===== src/rtl/temp_comparator_if.sv =====
// Sample/setpoint bus between the sensor ADC side and the temperature comparator,
// carrying the classified temp_comp code back to the AC controller.
interface temp_comparator_if #(
  parameter int W = 8
);
  logic         sample_valid;
  logic [W-1:0] temp_sample;
  logic [W-1:0] setpoint;
  logic         flush;
  logic [1:0]   temp_comp;
  logic         comp_valid;
  logic         primed;

  modport master (
    output sample_valid, temp_sample, setpoint, flush,
    input  temp_comp, comp_valid, primed
  );

  modport slave (
    input  sample_valid, temp_sample, setpoint, flush,
    output temp_comp, comp_valid, primed
  );
endinterface


===== src/rtl/temp_comparator.sv =====
// Moving-average temperature classifier: averages a power-of-two sample window,
// compares it to a setpoint with hysteresis and debounces the HOT/COLD/BAND decision.
module temp_comparator #(
  parameter int W        = 8,
  parameter int AVG_LOG2 = 2,
  parameter int HYST     = 2,
  parameter int DEBOUNCE = 3
) (
  input logic              clk,
  input logic              reset,
  temp_comparator_if.slave bus
);
  localparam int N  = 1 << AVG_LOG2;
  localparam int SW = W + AVG_LOG2;
  localparam int FW = AVG_LOG2 + 1;
  localparam int CW = $clog2(DEBOUNCE + 1);
  localparam logic [FW-1:0] FULL   = FW'(N);
  localparam logic [CW-1:0] DB_LIM = CW'(DEBOUNCE);
  localparam logic [W+1:0]  HYST_X = (W + 2)'(HYST);

  // Encodings double as the temp_comp output code.
  typedef enum logic [1:0] {
    ST_BAND = 2'b00,
    ST_COLD = 2'b01,
    ST_HOT  = 2'b10
  } state_t;

  logic [W-1:0]  win_r [N];
  logic [SW-1:0] sum_r;
  logic [FW-1:0] fill_r;
  logic [FW-1:0] fill_next_s;
  logic          primed_r;
  logic          cls_pending_r;

  logic [W-1:0]  avg_s;
  logic [W+1:0]  avg_x_s;
  logic [W+1:0]  sp_x_s;
  logic          hot_c_s;
  logic          cold_c_s;

  state_t        state_r;
  state_t        cand_prev_r;
  state_t        cand_s;
  logic [CW-1:0] cnt_r;
  logic [CW-1:0] cnt_next_s;
  logic          commit_s;
  logic [1:0]    temp_comp_r;
  logic          comp_valid_r;

  // Saturating fill count of the sample window.
  always_comb begin
    if (fill_r == FULL) begin
      fill_next_s = fill_r;
    end else begin
      fill_next_s = fill_r + FW'(1);
    end
  end

  // Sample window shift register, running sum and classify-pending flag.
  always_ff @(posedge clk or negedge reset) begin
    if (!reset) begin
      for (int i = 0; i < N; i++) win_r[i] <= '0;
      sum_r         <= '0;
      fill_r        <= '0;
      primed_r      <= 1'b0;
      cls_pending_r <= 1'b0;
    end else if (bus.flush) begin
      for (int i = 0; i < N; i++) win_r[i] <= '0;
      sum_r         <= '0;
      fill_r        <= '0;
      primed_r      <= 1'b0;
      cls_pending_r <= 1'b0;
    end else if (bus.sample_valid) begin
      win_r[0] <= bus.temp_sample;
      for (int i = 1; i < N; i++) win_r[i] <= win_r[i-1];
      // Cleared slots hold zero, so subtracting the oldest slot is safe while filling.
      sum_r         <= sum_r + SW'(bus.temp_sample) - SW'(win_r[N-1]);
      fill_r        <= fill_next_s;
      primed_r      <= (fill_next_s == FULL);
      cls_pending_r <= (fill_next_s == FULL);
    end else begin
      cls_pending_r <= 1'b0;
    end
  end

  // Average versus setpoint in two extra bits of headroom so nothing wraps.
  always_comb begin
    avg_s    = W'(sum_r >> AVG_LOG2);
    avg_x_s  = {2'b00, avg_s};
    sp_x_s   = {2'b00, bus.setpoint};
    hot_c_s  = (avg_x_s > (sp_x_s + HYST_X));
    cold_c_s = ((avg_x_s + HYST_X) < sp_x_s);
  end

  // Candidate state from the classification, then the debounce count.
  always_comb begin
    cand_s = state_r;
    case (state_r)
      ST_BAND: begin
        if (hot_c_s)       cand_s = ST_HOT;
        else if (cold_c_s) cand_s = ST_COLD;
        else               cand_s = ST_BAND;
      end
      ST_HOT: begin
        if (cold_c_s)               cand_s = ST_COLD;
        else if (avg_x_s <= sp_x_s) cand_s = ST_BAND;
        else                        cand_s = ST_HOT;
      end
      ST_COLD: begin
        if (hot_c_s)                cand_s = ST_HOT;
        else if (avg_x_s >= sp_x_s) cand_s = ST_BAND;
        else                        cand_s = ST_COLD;
      end
      default: cand_s = ST_BAND;
    endcase
    if (cand_s == state_r) begin
      cnt_next_s = '0;
    end else if (cand_s == cand_prev_r) begin
      cnt_next_s = cnt_r + CW'(1);
    end else begin
      cnt_next_s = CW'(1);
    end
    commit_s = (cnt_next_s >= DB_LIM);
  end

  // Committed-state FSM with registered temp_comp/comp_valid.
  always_ff @(posedge clk or negedge reset) begin
    if (!reset) begin
      state_r      <= ST_BAND;
      cand_prev_r  <= ST_BAND;
      cnt_r        <= '0;
      temp_comp_r  <= 2'b00;
      comp_valid_r <= 1'b0;
    end else if (bus.flush) begin
      state_r      <= ST_BAND;
      cand_prev_r  <= ST_BAND;
      cnt_r        <= '0;
      temp_comp_r  <= 2'b00;
      comp_valid_r <= 1'b0;
    end else if (cls_pending_r) begin
      cand_prev_r  <= cand_s;
      comp_valid_r <= 1'b1;
      if (commit_s) begin
        state_r     <= cand_s;
        cnt_r       <= '0;
        temp_comp_r <= cand_s;
      end else begin
        cnt_r       <= cnt_next_s;
        temp_comp_r <= state_r;
      end
    end else begin
      comp_valid_r <= 1'b0;
    end
  end

  assign bus.temp_comp  = temp_comp_r;
  assign bus.comp_valid = comp_valid_r;
  assign bus.primed     = primed_r;
endmodule


===== src/flat_wrapper.sv =====
// flat-port wrapper written by rule: the top's interface ports become plain ports
module temp_comparator_flat 
#(
  parameter int W        = 8,
  parameter int AVG_LOG2 = 2,
  parameter int HYST     = 2,
  parameter int DEBOUNCE = 3
)
  (clk, reset, bus_sample_valid, bus_temp_sample, bus_setpoint, bus_flush, bus_temp_comp, bus_comp_valid, bus_primed);
  temp_comparator_if #(.W(W)) bus_i ();
  input logic clk;
  input logic reset;
  input wire logic [$bits(bus_i.sample_valid)-1:0] bus_sample_valid;
  input wire logic [$bits(bus_i.temp_sample)-1:0] bus_temp_sample;
  input wire logic [$bits(bus_i.setpoint)-1:0] bus_setpoint;
  input wire logic [$bits(bus_i.flush)-1:0] bus_flush;
  output wire logic [$bits(bus_i.temp_comp)-1:0] bus_temp_comp;
  output wire logic [$bits(bus_i.comp_valid)-1:0] bus_comp_valid;
  output wire logic [$bits(bus_i.primed)-1:0] bus_primed;
  assign bus_i.sample_valid = bus_sample_valid;
  assign bus_i.temp_sample = bus_temp_sample;
  assign bus_i.setpoint = bus_setpoint;
  assign bus_i.flush = bus_flush;
  assign bus_temp_comp = bus_i.temp_comp;
  assign bus_comp_valid = bus_i.comp_valid;
  assign bus_primed = bus_i.primed;
  temp_comparator #(.W(W), .AVG_LOG2(AVG_LOG2), .HYST(HYST), .DEBOUNCE(DEBOUNCE)) u_core (.clk(clk), .reset(reset), .bus(bus_i));
endmodule

===== config.mk =====
export PLATFORM = sky130hd
export DESIGN_NAME = temp_comparator_flat
export DESIGN_NICKNAME = d
export VERILOG_FILES = /design/src/rtl/temp_comparator_if.sv /design/src/rtl/temp_comparator.sv /design/src/flat_wrapper.sv
export SDC_FILE = /design/constraint.sdc
export NUM_CORES = 1
export LEC_CHECK = 0
export ABC_AREA = 0
export CAP_MARGIN = 20
export CORE_AREA = 10 10 123 125
export CTS_BUF_LIST = sky130_fd_sc_hd__clkbuf_4 sky130_fd_sc_hd__clkbuf_8
export CTS_CLUSTER_DIAMETER = 30
export DETAILED_ROUTE_END_ITERATION = 12
export DIE_AREA = 0 0 133 135
export REMOVE_ABC_BUFFERS = 1
export SLEW_MARGIN = 0
export SYNTH_ARGS = -nofsm -noshare
export SYNTH_HDL_FRONTEND = slang
export SYNTH_SLANG_ARGS = --single-unit

===== constraint.sdc =====
create_clock -name clk -period 5.6 [get_ports clk]
set_clock_uncertainty 0.15 [all_clocks]
set_input_delay 1.12 -clock clk [delete_from_list [all_inputs] [get_ports clk]]
set_output_delay 1.12 -clock clk [all_outputs]
set_load 0.05 [all_outputs]

# Word-level counts from Yosys, hierarchy flattened
# Cells that the tools add are included.
# classes
n_addsub	6
n_lt_le_gt_ge	5
eq_ne	7
muxes	30
n_reduce_logical	4
# op_table
cell	n
2-to-1 mux 32 bit	2
2-to-1 mux 2 bit	14
2-to-1 mux 10 bit	2
adder 8 x 2 -> 9 bit (second input constant)	2
adder 10 x 8 -> 10 bit	1
greater-than comparator 8 x 10 -> 1 bit	1
less-than comparator 10 x 8 -> 1 bit	1
subtractor 10 x 8 -> 10 bit	1
2-to-1 mux 3 bit	3
greater-or-equal comparator 8 bit	1
less-or-equal comparator 8 bit	1
2-to-1 mux 1 bit	8
== test 3 bit (second input constant)	2
one-hot mux 2 bit (3 select lines)	1
== test 2 bit	2
nonzero test 2 bit	2
adder 3 x 1 -> 3 bit (second input constant)	1
!= test 3 bit (second input constant)	1
adder 2 x 1 -> 2 bit (second input constant)	1
== test 2 x 1 -> 1 bit (second input constant)	1
== test 2 bit (second input constant)	1
greater-or-equal comparator 2 bit (second input constant)	1
zero test 2 bit	1
AND reduction 2 bit	1
# word_totals
reg_bits	54
input_bits	20
output_inout_bits	4
word_cells	64

# Depth between registers and ports, before layout
# Gate-level depths: netlist of run 1.
# logic_depth
depth_word	12
ltp_mapped	13
mapped_depth_nobuf	13

# Least setup slack after synthesis of run 1
# No wires, ideal clock.
# synth_path
path_type	input to register
start	input bus_temp_sample[1]
end	register u_core.sum_r[9]
setup_ns	0.094
t_arrival_ns	3.635
setup_slack_ns	1.721
stages	12
path_cell_list	inv_1 > fa_1 > inv_1 > ha_1 > a21o_1 > a21oi_2 > o21bai_1 > a2111oi_0 > nor3_1 > a311o_1 > xor2_1 > a211oi_1
# synth_between
elab_chain_len	4
# synth_lines
element	line_no	source
from (decl)	flat_wrapper.sv:14	input wire logic [$bits(bus_i.temp_sample)-1:0] bus_temp_sample;
adder 10 x 8 -> 10 bit	temp_comparator.sv:77	sum_r <= sum_r + SW'(bus.temp_sample) - SW'(win_r[N-1]);
subtractor 10 x 8 -> 10 bit	temp_comparator.sv:77	
2-to-1 mux 10 bit	temp_comparator.sv:73	end else if (bus.sample_valid) begin
2-to-1 mux 10 bit	temp_comparator.sv:67	end else if (bus.flush) begin
to (signal assigned)	temp_comparator.sv:77	
to (decl)	temp_comparator.sv:29	logic [SW-1:0] sum_r;
# Every way passes these cells. The select of a mux whose other input is x is not followed.
# A chain may end at the register's enable or synchronous reset.

# Worst setup path in the final report of run 1
# Same ends and word-level chain as after synthesis.

==> reports/qor.csv, run 1 <==
stage,metric,value,unit
outcome,status,"complete, no violations",
critical_path,cp-end-kind,register,
timing,fmax,0.236,GHz
global_routing,grt.total_usage,0.0815,
logic_synthesis,ys_warn_count,0,
timing,setup_viol,0,
finish,fin_nets,461,
logic_synthesis,synth_flop_cell,dfrtp_1,
floorplanning,dieArea,18000,sq um
placed_design,dp_cells,561,
logic_synthesis,synth_top_area_share,0.365,
clock_network,cts.htree.levels,2,
critical_path,timing.rr.start,u_core.sum_r[5],
placed_design,globalplace.congestion,0.832,
placed_design,hpwl,5300,um
clock_network,clk_latency,0.32,ns
clock_network,cts_sinks,54,
clock_network,cts_resized,0,
route,ant_nets,0,
placed_design,io_buffer_count,23,
route,vias_per_cell,4.57,
logic_synthesis,synth_cells,376,
route,initialDrtViolationCount,80,
critical_path,cp.required,5.67,ns
power_and_ir_drop,totalPowerFinal,1.27,mW
flow_run,max-cap-violations,0,
floorplanning,die_h,135,um
route,drc,0,
clock_network,cts_setup_buffers,0,
logic_synthesis,synth_cell_types,49,
finish,final_cell_mix,"59 x nor2_1, 54 x dfrtp_1, 46 x inv_1, 40 x mux2i_1, 37 x ha_1",
placed_design,dpl_cell_area,4100,sq um
logic_synthesis,yosys.area.top_type,dfrtp_1,
global_routing,grt_start_max_net_pins,57,
logic_synthesis,synth_area_leaders,"dfrtp_1 37%, ha_1 13%, mux2i_1 11%",
timing,tightest_slew,1.01,ns
timing,rsz0062_at_grt,no,
hold_path,hp-start,u_core.bus.primed,
finish,stdcell_area,4200,sq um
floorplanning,design.portCount,24,
logic_synthesis,ys_seq_elements,54,
route,finalWirelength,7120,um
timing,fin_crit_sh,0.758,
logic_synthesis,syn_area,3700,sq um
finish,area_growth,13.5,%
timing,fin_crit,4.24,ns
timing,slew_violations,0,
floorplanning,core_area,12600,sq um
hold_path,hold_depth,1,
floorplanning,rows,41,
clock_network,clockBufferDepth,2,
route,vias,2599,
critical_path,arrival,4.31,ns
logic_synthesis,synth-edff-count,0,
finish,layout_commonest_cell,nor2_1,
critical_path,cp-start-kind,input port,
critical_path,crit_type,input port to register,
logic_synthesis,async_flop_share,1.00,
route,wl_per_cell,12.5,um
global_routing,first_global_vias,2618,
route,first_pass_iters,4,
floorplanning,start_util,0.294,
timing,slew-limit-headroom,0.326,
power_and_ir_drop,ir_worst_vdd,123,uV
clock_network,cts_hold_buf,0,
logic_synthesis,syn_area_per_cell,9.84,sq um
finish,diodes,0,
clock_network,cts_tree,yes,
clock_network,root_buffer,clkbuf_8,
hold_path,hold_end,u_core.bus.primed,
critical_path,path_max_fanout,2,
power_and_ir_drop,p_per_area,302,nW/um^2
global_routing,antenna_found_initial,0,
timing,finalHoldViolations,0,
power_and_ir_drop,p_leak,2.08,nW
clock_network,cts_buffers,5,
finish,fin_cells,569,
timing,fin_setup_tns,0,ns
critical_path,rr_worst_depth,12,
hold_path,hold_class,register to register,
global_routing,grt-ovfl-total,0,
global_routing,grt_pass1_wl,12400,um
floorplanning,die_w,133,um
logic_synthesis,ys_seq_area_frac,0.365,
critical_path,rrSetupSlack,2.19,ns
critical_path,reg2reg_to,u_core.state_r[0],
clock_network,path_clk_slew,0.12,ns
finish,drive_gt1_frac,0.0730,
critical path, stage by stage:
cell	delay (ns)
clkdlybuf4s50_1	0.48
inv_1	0.06
fa_1	0.52
inv_1	0.07
ha_1	0.29
a21o_1	0.17
a21oi_2	0.17
o21bai_1	0.10
a2111oi_0	0.44
nor3_1	0.15
a311o_1	0.38
xor2_1	0.14
a211oi_1	0.21
stage by stage:
step	setup WS, ns	hold slack (ns)	utilization
6_report	1.36	0.358	0.334
3_5_place_dp	1.02	0.329	0.326
2_1_floorplan	1.72	0.331	-
3_3_place_gp	1.06	0.322	0.326
4_1_cts	1.33	0.362	0.334
5_1_grt	1.15	0.408	0.334
registers in the layout, indices dropped and copies added, names as in the netlist:
signal	cells
u_core.state_r	2
u_core.bus.comp_valid	1
u_core.cnt_r	2
u_core.cand_prev_r	2
u_core.fill_r	3
u_core.bus.primed	1
u_core.win_r	32
u_core.sum_r	10
u_core.cls_pending_r	1
Yosys cell counts (2+ instances only):
master / count
mux2i_1: 40
o21bai_1: 3
xor2_1: 3
and4b_1: 2
mux2_2: 4
and4_1: 2
inv_1: 46
a21oi_1: 15
a211o_1: 2
a211oi_2: 2
nand3_1: 7
xnor2_1: 17
nor3_1: 3
buf_1: 6
o311ai_0: 2
nor2b_1: 5
a211oi_1: 3
nor2_1: 59
and3_1: 5
or2_2: 2
nand2_1: 7
a21o_1: 5
o21ai_0: 5
dfrtp_1: 54
clkbuf_1: 6
o31ai_1: 2
nand2b_1: 3
and3_4: 2
ha_1: 37
fa_1: 8
power breakdown:
group	switching, mW	internal [mW]	leakage (nW)
Combinational	0.292	0.273	1.29
Clock	0.141	0.0930	0.0502
Sequential	0.0519	0.419	0.737
per-layer routing:
| layer | up-vias | global-route usage | share of wire |
|---|---|---|---|
| met5 | - | 0 | 0 |
| met4 | 0 | 0.0202 | 0.011 |
| met3 | 7 | 0.0171 | 0.030 |
| met2 | 33 | 0.132 | 0.46 |
| met1 | 1247 | 0.108 | 0.50 |
| li1 | 1312 | - | - |
worst max path at each step:
stage                             startpoint  slack [ns]  depth (start not counted)               to
after global placement    bus_temp_sample[1]        1.06                         13  u_core.sum_r[9]
after global routing      bus_temp_sample[1]        1.15                         13  u_core.sum_r[9]
after detailed placement  bus_temp_sample[1]        1.02                         13  u_core.sum_r[9]
final                     bus_temp_sample[1]        1.36                         13  u_core.sum_r[9]
after floorplan           bus_temp_sample[1]        1.72                         12  u_core.sum_r[9]
after CTS                 bus_temp_sample[1]        1.33                         13  u_core.sum_r[9]
cell families after synthesis:
family	after synthesis	synth area share
compound gates	49	0.0947
xor+xnor	21	0.0517
fa+ha+maj	45	0.168
buf+inv	58	0.0588
flops	54	0.365
mux	44	0.120
simple gates	105	0.141
layout make-up:
type,instances,area [sq um]
fill,1269,8370
multi-input combinational,264,2130
sequential,54,1350
timing repair buffer,25,230
tap,172,215
inverter,46,173
clock buffer,5,68.8
clock inverter,3,28.8
Note: power is estimated with default switching activity, not from simulation.
==> run 2, diff against run 1 <==
==> constraint.sdc (replaced) <==
create_clock -name clk -period 4.3 [get_ports clk]
set_clock_uncertainty 0.15 [all_clocks]
set_input_delay 0.86 -clock clk [delete_from_list [all_inputs] [get_ports clk]]
set_output_delay 0.86 -clock clk [all_outputs]
set_load 0.05 [all_outputs]
==> reports/qor.csv, run 2 (synthesis gave the netlist of run 1 again) <==
stage,metric,value,unit,change
clock_network,cts_tree,yes,,unchanged
clock_network,cts_sinks,54,,unchanged
clock_network,cts_buffers,5,,unchanged
critical_path,reg2reg_to,u_core.state_r[1],,was u_core.state_r[0]
critical_path,arrival,4.02,ns,was 4.31 ns
critical_path,rr_worst_depth,12,,unchanged
floorplanning,die_w,133,um,unchanged
timing,slew_violations,0,,unchanged
critical_path,cp_common_cell,inv_1,,unchanged
finish,layout_commonest_cell,nor2_1,,unchanged
critical_path,cp-start-kind,input port,,unchanged
floorplanning,die_h,135,um,unchanged
finish,top_register,u_core.win_r,,unchanged
placed_design,hpwl,5460,um,was 5300 um
route,vias,2637,,"was 2,599"
timing,tightest_slew,1.01,ns,about the same
critical_path,path_max_fanout,2,,unchanged
critical_path,crit_path_cell_trace,"clkdlybuf4s50_1, inv_1, fa_1, inv_1, ha_1, a21o_1, a21oi_2, o21bai_1, a2111oi_0, nor3_1, a311o_1, xor2_1, a211oi_1",,unchanged
clock_network,cts_setup_buffers,0,,unchanged
finish,reg_top3,"u_core.win_r x32, u_core.sum_r x10, u_core.fill_r x3",,unchanged
route,first_pass_iters,4,,unchanged
timing,fin_crit_sh,0.919,,
critical_path,critical_path.top_delay_family,compound AO/OA/AOI/OAI gates,,unchanged
timing,fin_setup_tns,0,ns,unchanged
finish,area_growth,15.2,%,was 13.5%
placed_design,dpl_cell_area,4150,sq um,was 4100 sq um
timing,slew-limit-headroom,0.328,,was 0.326
finish,fin_nets,467,,was 461
global_routing,grt.total_usage,0.0843,,was 0.0815
timing,fmax,0.253,GHz,
hold_path,hold_class,input port to async pin,,was register to register
finish,finalCoreUtilization,0.339,,was 0.334
critical_path,slowest_stage,fa_1,,unchanged
clock_network,clk_latency,0.31,ns,was 0.32 ns
finish,diodes,0,,unchanged
flow_run,max-cap-violations,0,,unchanged
floorplanning,rows,41,,unchanged
floorplanning,design.portCount,24,,unchanged
critical_path,crit_type,input port to register,,unchanged
route,wl_per_cell,12.5,um,about the same
power_and_ir_drop,p_leak,2.11,nW,was 2.08 nW
clock_network,path_clk_slew,0.10,ns,was 0.12 ns
clock_network,cts.htree.levels,2,,unchanged
power_and_ir_drop,ir_worst_vdd,173,uV,was 123 uV
clock_network,root_buffer,clkbuf_8,,unchanged
timing,rsz0062_at_grt,no,,unchanged
critical_path,cp.required,4.36,ns,was 5.67 ns
floorplanning,start_util,0.294,,unchanged
critical_path,slowest_delay,0.53,ns,was 0.52 ns
clock_network,clockBufferDepth,2,,unchanged
route,initialDrtViolationCount,127,,was 80
outcome,status,"complete, no violations",,unchanged
route,vias_per_cell,4.59,,was 4.57
power_and_ir_drop,p_per_area,403,nW/um^2,was 302 nW/um^2
clock_network,cts_resized,0,,unchanged
placed_design,io_buffer_count,23,,unchanged
global_routing,grt-ovfl-total,0,,unchanged
global_routing,grt_pass1_wl,12900,um,"was 12,400 um"
clock_network,cts_hold_buf,0,,unchanged
finish,stdcell_area,4260,sq um,was 4200 sq um
global_routing,first_global_vias,2820,,"was 2,618"
route,finalWirelength,7180,um,was 7120 um
finish,drive_gt1_frac,0.0868,,was 0.0730
critical_path,rrSetupSlack,0.85,ns,was 2.19 ns
floorplanning,core_area,12600,sq um,unchanged
global_routing,grt_start_max_net_pins,57,,unchanged
timing,finalHoldViolations,0,,unchanged
finish,final_cell_mix,"59 x nor2_1, 54 x dfrtp_1, 46 x inv_1, 40 x mux2i_1, 37 x ha_1",,unchanged
critical_path,critPathBufInv,3,,unchanged
global_routing,antenna_found_initial,0,,unchanged
route,ant_nets,0,,unchanged
timing,fin_crit,3.95,ns,
finish,largest_reg_flops,32,,unchanged
route,drc,0,,unchanged
timing,setup_viol,0,,unchanged
critical_path,cp-end-kind,register,,unchanged
critical_path,timing.rr.start,u_core.sum_r[5],,unchanged
floorplanning,dieArea,18000,sq um,unchanged
placed_design,globalplace.congestion,0.858,,was 0.832
critical_path,cp.depth,13,,unchanged
## run 2: cell type report
class	instances	area [sq um]
Fill cell	1283	8310
Multi-Input combinational cell	264	2130
Sequential cell	54	1350
Timing Repair Buffer	31	275
Tap cell	172	215
Inverter	46	173
Clock buffer	5	68.8
Clock inverter	3	48.8
## run 2: how the worst max path moves through the flow
stage                                 end                from  slack, ns
after floorplan           u_core.sum_r[9]  bus_temp_sample[1]       0.68
after global placement    u_core.sum_r[9]  bus_temp_sample[1]       0.06
after detailed placement  u_core.sum_r[9]  bus_temp_sample[1]      0.007
after CTS                 u_core.sum_r[9]  bus_temp_sample[1]       0.31
after global routing      u_core.sum_r[9]  bus_temp_sample[1]       0.18
final                     u_core.sum_r[9]  bus_temp_sample[1]       0.35
## run 2: metrics by stage
step	setup slack, ns	total power, mW	hold WS (ns)	std cells
floorplan	0.681	1.17	0.331	364
global placement	0.0617	1.35	0.312	567
detailed placement	0.00714	1.38	0.323	567
CTS	0.312	1.74	0.324	575
global route	0.185	1.88	0.324	575
finish	0.346	1.72	0.310	575
## run 2: layer usage
metal,share of wire,GRT usage,up-vias
met5,0,0,-
met4,0.0096,0.0220,0
met3,0.021,0.0145,8
met2,0.48,0.146,21
met1,0.49,0.106,1283
li1,-,-,1325
## run 2: power breakdown
part / switching [mW] / internal (mW) / leakage, nW
logic: 0.384 / 0.365 / 1.32
registers: 0.0692 / 0.545 / 0.737
clock network: 0.178 / 0.178 / 0.0563
total: 0.631 / 1.09 / 2.11
